<file path="src/rtl/sccb_pkg.sv">
// Shared SCCB definitions: FSM state encoding, quarter/phase constants and the
// quarter-period helper used by the write master and by configuration logic.
package sccb_pkg;

    typedef enum logic [2:0] {
        ST_IDLE,
        ST_START,
        ST_BIT,
        ST_STOP,
        ST_BUF
    } sccb_state_e;

    localparam logic [1:0] Q0 = 2'd0;
    localparam logic [1:0] Q1 = 2'd1;
    localparam logic [1:0] Q2 = 2'd2;
    localparam logic [1:0] Q3 = 2'd3;

    localparam int QTRS_PER_STATE   = 4;
    localparam int STATES_PER_FRAME = 30;

    // Bit index 8..1 carries data bits 7..0; index 0 is the don't-care ninth bit.
    localparam logic [3:0] BIT_FIRST = 4'd8;
    localparam logic [3:0] BIT_ACK   = 4'd0;
    localparam logic [1:0] BYTE_LAST = 2'd2;

    function automatic int qtr_clocks(input int clk_f, input int sccb_f);
        return clk_f / (4 * sccb_f);
    endfunction

endpackage

</file>
<file path="src/rtl/sccb_qtr_tick.sv">
// Quarter-bit timebase: one-cycle tick every QTR clocks, realigned whenever a
// new transaction is accepted so the first quarter is always full length.
module sccb_qtr_tick #(
    parameter int QTR = 2
) (
    input  logic i_clk,
    input  logic i_rst,
    input  logic i_restart,
    output logic o_tick
);

    localparam int              CW      = (QTR > 1) ? $clog2(QTR) : 1;
    localparam logic [CW-1:0]   CNT_TOP = CW'(QTR - 1);

    logic [CW-1:0] cnt_q;
    logic [CW-1:0] cnt_d;

    always_comb begin
        cnt_d = cnt_q - CW'(1);
        if (i_restart || (cnt_q == '0)) begin
            cnt_d = CNT_TOP;
        end
    end

    always_ff @(posedge i_clk or posedge i_rst) begin
        if (i_rst) begin
            cnt_q <= '0;
        end else begin
            cnt_q <= cnt_d;
        end
    end

    assign o_tick = (cnt_q == '0);

endmodule

</file>
<file path="src/rtl/sccb_write_master.sv">
// SCCB 3-phase write master: sends CAM_ID, register address and data framed by
// START/STOP, followed by a bus-free interval, on an open-drain style SIOD.
module sccb_write_master
    import sccb_pkg::*;
#(
    parameter int          CLK_F  = 100_000_000,
    parameter int          SCCB_F = 100_000,
    parameter logic [7:0]  CAM_ID = 8'h42
) (
    input  logic       i_clk,
    input  logic       i_rst,
    input  logic       i_start,
    input  logic [7:0] i_addr,
    input  logic [7:0] i_data,
    output logic       o_ready,
    output logic       o_sioc,
    output logic       o_siod,
    output logic       o_siod_en
);

    localparam int QTR = qtr_clocks(CLK_F, SCCB_F);

    generate
        if (QTR < 2) begin : g_bad_qtr
            $error("sccb_write_master: CLK_F/(4*SCCB_F) must be at least 2");
        end
    endgenerate

    sccb_state_e state_q, state_d;
    logic [1:0]  qtr_q, qtr_d;
    logic [3:0]  bit_q, bit_d;
    logic [1:0]  byte_q, byte_d;
    logic [7:0]  addr_q, addr_d;
    logic [7:0]  data_q, data_d;
    logic        sioc_q, sioc_d;
    logic        siod_q, siod_d;
    logic        siod_en_q, siod_en_d;

    logic        accept;
    logic        tick;
    logic [7:0]  cur_byte;
    logic        cur_bit;

    assign accept = (state_q == ST_IDLE) && i_start;

    sccb_qtr_tick #(
        .QTR (QTR)
    ) u_tick (
        .i_clk     (i_clk),
        .i_rst     (i_rst),
        .i_restart (accept),
        .o_tick    (tick)
    );

    always_comb begin
        state_d = state_q;
        qtr_d   = qtr_q;
        bit_d   = bit_q;
        byte_d  = byte_q;
        addr_d  = addr_q;
        data_d  = data_q;

        if (state_q == ST_IDLE) begin
            if (i_start) begin
                state_d = ST_START;
                qtr_d   = Q0;
                bit_d   = BIT_FIRST;
                byte_d  = '0;
                addr_d  = i_addr;
                data_d  = i_data;
            end
        end else if (tick) begin
            qtr_d = qtr_q + 2'd1;
            if (qtr_q == Q3) begin
                unique case (state_q)
                    ST_START: begin
                        state_d = ST_BIT;
                        bit_d   = BIT_FIRST;
                        byte_d  = '0;
                    end
                    ST_BIT: begin
                        if (bit_q == BIT_ACK) begin
                            bit_d = BIT_FIRST;
                            if (byte_q == BYTE_LAST) begin
                                state_d = ST_STOP;
                            end else begin
                                byte_d = byte_q + 2'd1;
                            end
                        end else begin
                            bit_d = bit_q - 4'd1;
                        end
                    end
                    ST_STOP: state_d = ST_BUF;
                    ST_BUF:  state_d = ST_IDLE;
                    default: state_d = ST_IDLE;
                endcase
            end
        end
    end

    // Line levels are decoded from the next position so the registered outputs
    // line up with the state they belong to, including the first clock of q0.
    always_comb begin
        unique case (byte_d)
            2'd0:    cur_byte = CAM_ID;
            2'd1:    cur_byte = addr_d;
            2'd2:    cur_byte = data_d;
            default: cur_byte = 8'h00;
        endcase
        cur_bit = cur_byte[3'(bit_d - 4'd1)];

        sioc_d    = 1'b1;
        siod_d    = 1'b1;
        siod_en_d = 1'b0;

        unique case (state_d)
            ST_START: begin
                siod_en_d = 1'b1;
                sioc_d    = (qtr_d == Q0) || (qtr_d == Q1);
                siod_d    = (qtr_d == Q0);
            end
            ST_BIT: begin
                sioc_d    = (qtr_d == Q1) || (qtr_d == Q2);
                siod_en_d = (bit_d != BIT_ACK);
                siod_d    = siod_en_d ? cur_bit : 1'b1;
            end
            ST_STOP: begin
                siod_en_d = 1'b1;
                sioc_d    = (qtr_d != Q0);
                siod_d    = (qtr_d == Q2) || (qtr_d == Q3);
            end
            default: begin
                sioc_d    = 1'b1;
                siod_d    = 1'b1;
                siod_en_d = 1'b0;
            end
        endcase
    end

    always_ff @(posedge i_clk or posedge i_rst) begin
        if (i_rst) begin
            state_q   <= ST_IDLE;
            qtr_q     <= '0;
            bit_q     <= '0;
            byte_q    <= '0;
            addr_q    <= '0;
            data_q    <= '0;
            sioc_q    <= 1'b1;
            siod_q    <= 1'b1;
            siod_en_q <= 1'b0;
        end else begin
            state_q   <= state_d;
            qtr_q     <= qtr_d;
            bit_q     <= bit_d;
            byte_q    <= byte_d;
            addr_q    <= addr_d;
            data_q    <= data_d;
            sioc_q    <= sioc_d;
            siod_q    <= siod_d;
            siod_en_q <= siod_en_d;
        end
    end

    assign o_ready   = (state_q == ST_IDLE);
    assign o_sioc    = sioc_q;
    assign o_siod    = siod_q;
    assign o_siod_en = siod_en_q;

endmodule
</file>
<file path="config.mk">
export PLATFORM = sky130hd
export DESIGN_NAME = sccb_write_master
export DESIGN_NICKNAME = d
export VERILOG_FILES = /design/src/rtl/sccb_pkg.sv /design/src/rtl/sccb_qtr_tick.sv /design/src/rtl/sccb_write_master.sv
export SDC_FILE = /design/constraint.sdc
export NUM_CORES = 1
export LEC_CHECK = 0
export BUFFER_PORTS_ARGS = -buffer_cell sky130_fd_sc_hd__buf_2
export CAP_MARGIN = 30
export CORE_ASPECT_RATIO = 0.6
export CORE_MARGIN = 4
export CORE_UTILIZATION = 30
export CTS_CLUSTER_SIZE = 30
export DETAILED_ROUTE_END_ITERATION = 8
export PLACE_DENSITY = 0.48
export SYNTH_ARGS = -nofsm -noshare
export SYNTH_HDL_FRONTEND = slang
export SYNTH_SLANG_ARGS = --single-unit
</file>
<file path="constraint.sdc">
create_clock -name i_clk -period 7.7 [get_ports i_clk]
set_input_delay 2.31 -clock i_clk [delete_from_list [all_inputs] [get_ports i_clk]]
set_output_delay 2.31 -clock i_clk [all_outputs]
set_load 0.05 [all_outputs]
</file>
==> flow_metrics.tcl <==
set metrics [dict create \
    syn2layout_area_growth_pct 14.9 \
    drtIter0Drc 74 \
    fin_worst_skew_ps 4.28 \
    drv_cap 0 \
    comb_power_share_pct 2.2 \
    grt_pass1_vias 1643 \
    synthFlopType "dfrtp_1" \
    r2r-start "u_tick.cnt_q[0]" \
    die_h_um 74.4 \
    worstPathMaxFanout 20 \
    wl_um 5150 \
    power.density_nw_per_um2 164 \
    dpl.hpwl_um 3850 \
    synth_sequential_area_ratio_pct 43.2 \
    critPathCapture "o_siod" \
    power_leakage_nw 1.18 \
    synth_cells 241 \
    sw_frac_of_total_pct 20.2 \
    fp-row-count 23 \
    core_um2 6910 \
    min_period_ps 4580 \
    finalMaxSlewViolations 0 \
    timing.rr.end "o_siod" \
    final_antenna_net_count 0 \
    tns_ps 0 \
    startpoint_type "input port" \
    fin_area_um2 2530 \
    cts.sinks 38 \
    grt_max_degree 39 \
    drive_gt1_share_pct 18.9 \
    synth_area_per_cell_um2 9.15 \
    total_power_w 0.000416 \
    tightest_slew_ps 906 \
    post_drt_wl_per_cell_um 14.7 \
    hold_path.class "reg2reg" \
    grt_pass1_wl_um 8540 \
    hold_buffers 0 \
    grt_usage_pct 12.4 \
    period_share_pct 59.5 \
    end_kind "flip-flop" \
    cts_tree "built" \
    worstPathRequired_ps 7910 \
    grt_antenna_before_repair 0 \
    start_util_pct 31.9 \
    syn-cell-area_um2 2200 \
    crit_path_start "i_start" \
    p_switching_w 0.0000842 \
    pre_cts_slack_ps 2820 \
    grt_overflow 0 \
    synth-async-reset-ratio_pct 100 \
    htreeDepth 2 \
    routabilityCongestion 0.812 \
    slowest_delay_ps 790 \
    cts_setup_buffers 0 \
    io_buffers 22 \
    timing.reg2reg.worst_path_depth 11 \
    hold_viol 0 \
    min_path_cells 1 \
    pwr-share-seq_pct 48.0 \
    io_pins 23 \
    clkPwrFrac_pct 49.8 \
    timing.final.ws_setup_ps 3120 \
    intPower_w 0.000332 \
    outcome "finished clean" \
    finalNetCount 290 \
    rsz0062_at_grt "false" \
    vias 1740 \
    crit_type "in2reg" \
    fmax_mhz 218 \
    slowest_stage "or4b_1" \
    drtPass1Iterations 4 \
    ff2ff_setup_slack_ps 4480 \
    ctsResizeCount 0 \
    drc 0 \
    ys_warn_count 0 \
    crit_chain "buf_2 > or4b_1 > a31oi_1 > ha_1 > xor2_1 > mux2_2 > a22oi_2" \
    cts_buffers 5 \
    slew_headroom_pct 38.8 \
    critical_path_arrival_ps 4780 \
    synth_edf_count 0 \
    synth_nets 268 \
    die_x_um 119 \
    synth_cell_types 60 \
    setup_violations 0 \
    dieArea_um2 8830 \
    clockRootBuffer "clkbuf_16" \
    placed_area_um2 2380 \
    ys_ff_latch 38 \
    insertion_delay_ps 280 \
    vias_per_cell 4.96 \
    ir_worst_vdd_v 0.0000678 \
    n_antenna_cell 0 \
    cts_buffer_depth 2 \
    path_clk_slew_ps 60 \
]
[power groups by stage]
stage               Clock, W  Combinational (W)  Sequential [W]
finish              0.000207         0.00000932        0.000200
global route        0.000220          0.0000110        0.000200
CTS                 0.000214         0.00000974        0.000200
detailed placement         0         0.00000971        0.000203
global placement           0         0.00000981        0.000203
floorplan                  0         0.00000347        0.000203
[per-stage QoR]
step,utilization [%],instances,hold WS (ps)
3_3_place_gp,34.5,343,436
5_1_grt,36.7,351,485
6_report,36.7,351,448
2_1_floorplan,-,241,421
4_1_cts,36.7,351,455
3_5_place_dp,34.5,343,447
[cells in the mapped netlist, types with 2 or more instances]
cell / number / share of area [%]
nand2_1: 68 / 12
dfrtp_1: 36 / 41
inv_1: 19 / 3.2
ha_1: 8 / 4.5
a21oi_1: 7 / 1.6
nor2_1: 7 / 1.2
o21ai_0: 6 / 1.4
xor2_1: 6 / 2.4
and2_1: 5 / 1.4
buf_2: 4 / 0.91
o211ai_1: 4 / 1.4
a31oi_1: 3 / 0.85
nand3_1: 3 / 0.68
nor3_1: 3 / 0.68
nor3b_1: 3 / 1.0
xnor2_1: 3 / 1.2
a211oi_1: 2 / 0.68
a22oi_1: 2 / 0.68
a22oi_2: 2 / 1.1
a41oi_1: 2 / 0.79
buf_4: 2 / 0.68
dfstp_2: 2 / 2.4
mux2i_1: 2 / 0.91
nand3b_1: 2 / 0.68
nand4_1: 2 / 0.57
nor2b_1: 2 / 0.57
nor4bb_1: 2 / 0.91
or3_1: 2 / 0.57
[flip-flops by register name, summed over array words and instances, names as in the netlist]
register and cells:
u_tick.cnt_q 8, o_siod_en 1, state_q 3, o_sioc 1
qtr_q 2, addr_q 8, o_siod 1, byte_q 2
bit_q 4, data_q 8
[per-layer routing]
metal  part of all wire (%)  vias up  track usage [%]
met3                    4.0        8             3.04
met4                    1.3        0             4.24
met5                      0        -                0
li1                       -      875                -
met2                     36       32             15.6
met1                     58      825             19.9
[worst min-delay path by stage]
stage,start,end
after global placement,u_tick.cnt_q[0],u_tick.cnt_q[0]
after detailed placement,u_tick.cnt_q[0],u_tick.cnt_q[0]
after CTS,u_tick.cnt_q[0],u_tick.cnt_q[0]
final,u_tick.cnt_q[0],u_tick.cnt_q[0]
after floorplan,u_tick.cnt_q[0],u_tick.cnt_q[0]
after global routing,addr_q[7],addr_q[7]
[logic make-up (layout without fill, tap and decap cells)]
| family | count (synthesis) | count (layout) | share of synthesized area, % |
|---|---|---|---|
| fa+ha+maj | 8 | 8 | 4.54 |
| mux | 3 | 3 | 1.42 |
| buf+inv | 27 | 50 | 5.33 |
| compound gates | 44 | 44 | 16.3 |
| xor+xnor | 9 | 9 | 3.58 |
| simple gates | 112 | 112 | 25.6 |
| flops | 38 | 38 | 43.2 |
[layout make-up]
class                           instances  area (um^2)
Sequential cell                        38          953
Timing Repair Buffer                   23          118
Clock buffer                            7          143
Tap cell                               87          109
Inverter                               19         71.3
Clock inverter                          1         5.00
Multi-Input combinational cell        176         1130
Fill cell                             710         4370
[placed cells by master, fill, tap and decap left out, drive strengths merged, types with 4 or more instances in the layout]
| cell | netlist | layout |
|---|---|---|
| buf | 6 | 23 |
| clkbuf | 2 | 7 |
| a21oi | 8 | 8 |
| o211ai | 5 | 5 |
| ha | 8 | 8 |
| dfrtp | 36 | 36 |
| and2 | 5 | 5 |
| a22oi | 4 | 4 |
| xor2 | 6 | 6 |
| nor3 | 4 | 4 |
| inv | 19 | 19 |
| o21ai | 6 | 6 |
| nand2 | 68 | 68 |
| nor2 | 8 | 8 |
[worst max-delay path: cells and delay by family]
kind / cells / cell delay [ps]
multiplexers: 1 / 390
adder cells (fa/ha/maj): 1 / 270
AO/OA/AOI/OAI: 2 / 570
buffers and inverters: 1 / 100
AND/OR/NAND/NOR: 1 / 790
XOR/XNOR: 1 / 350
Power figures use the tool's default switching activity.
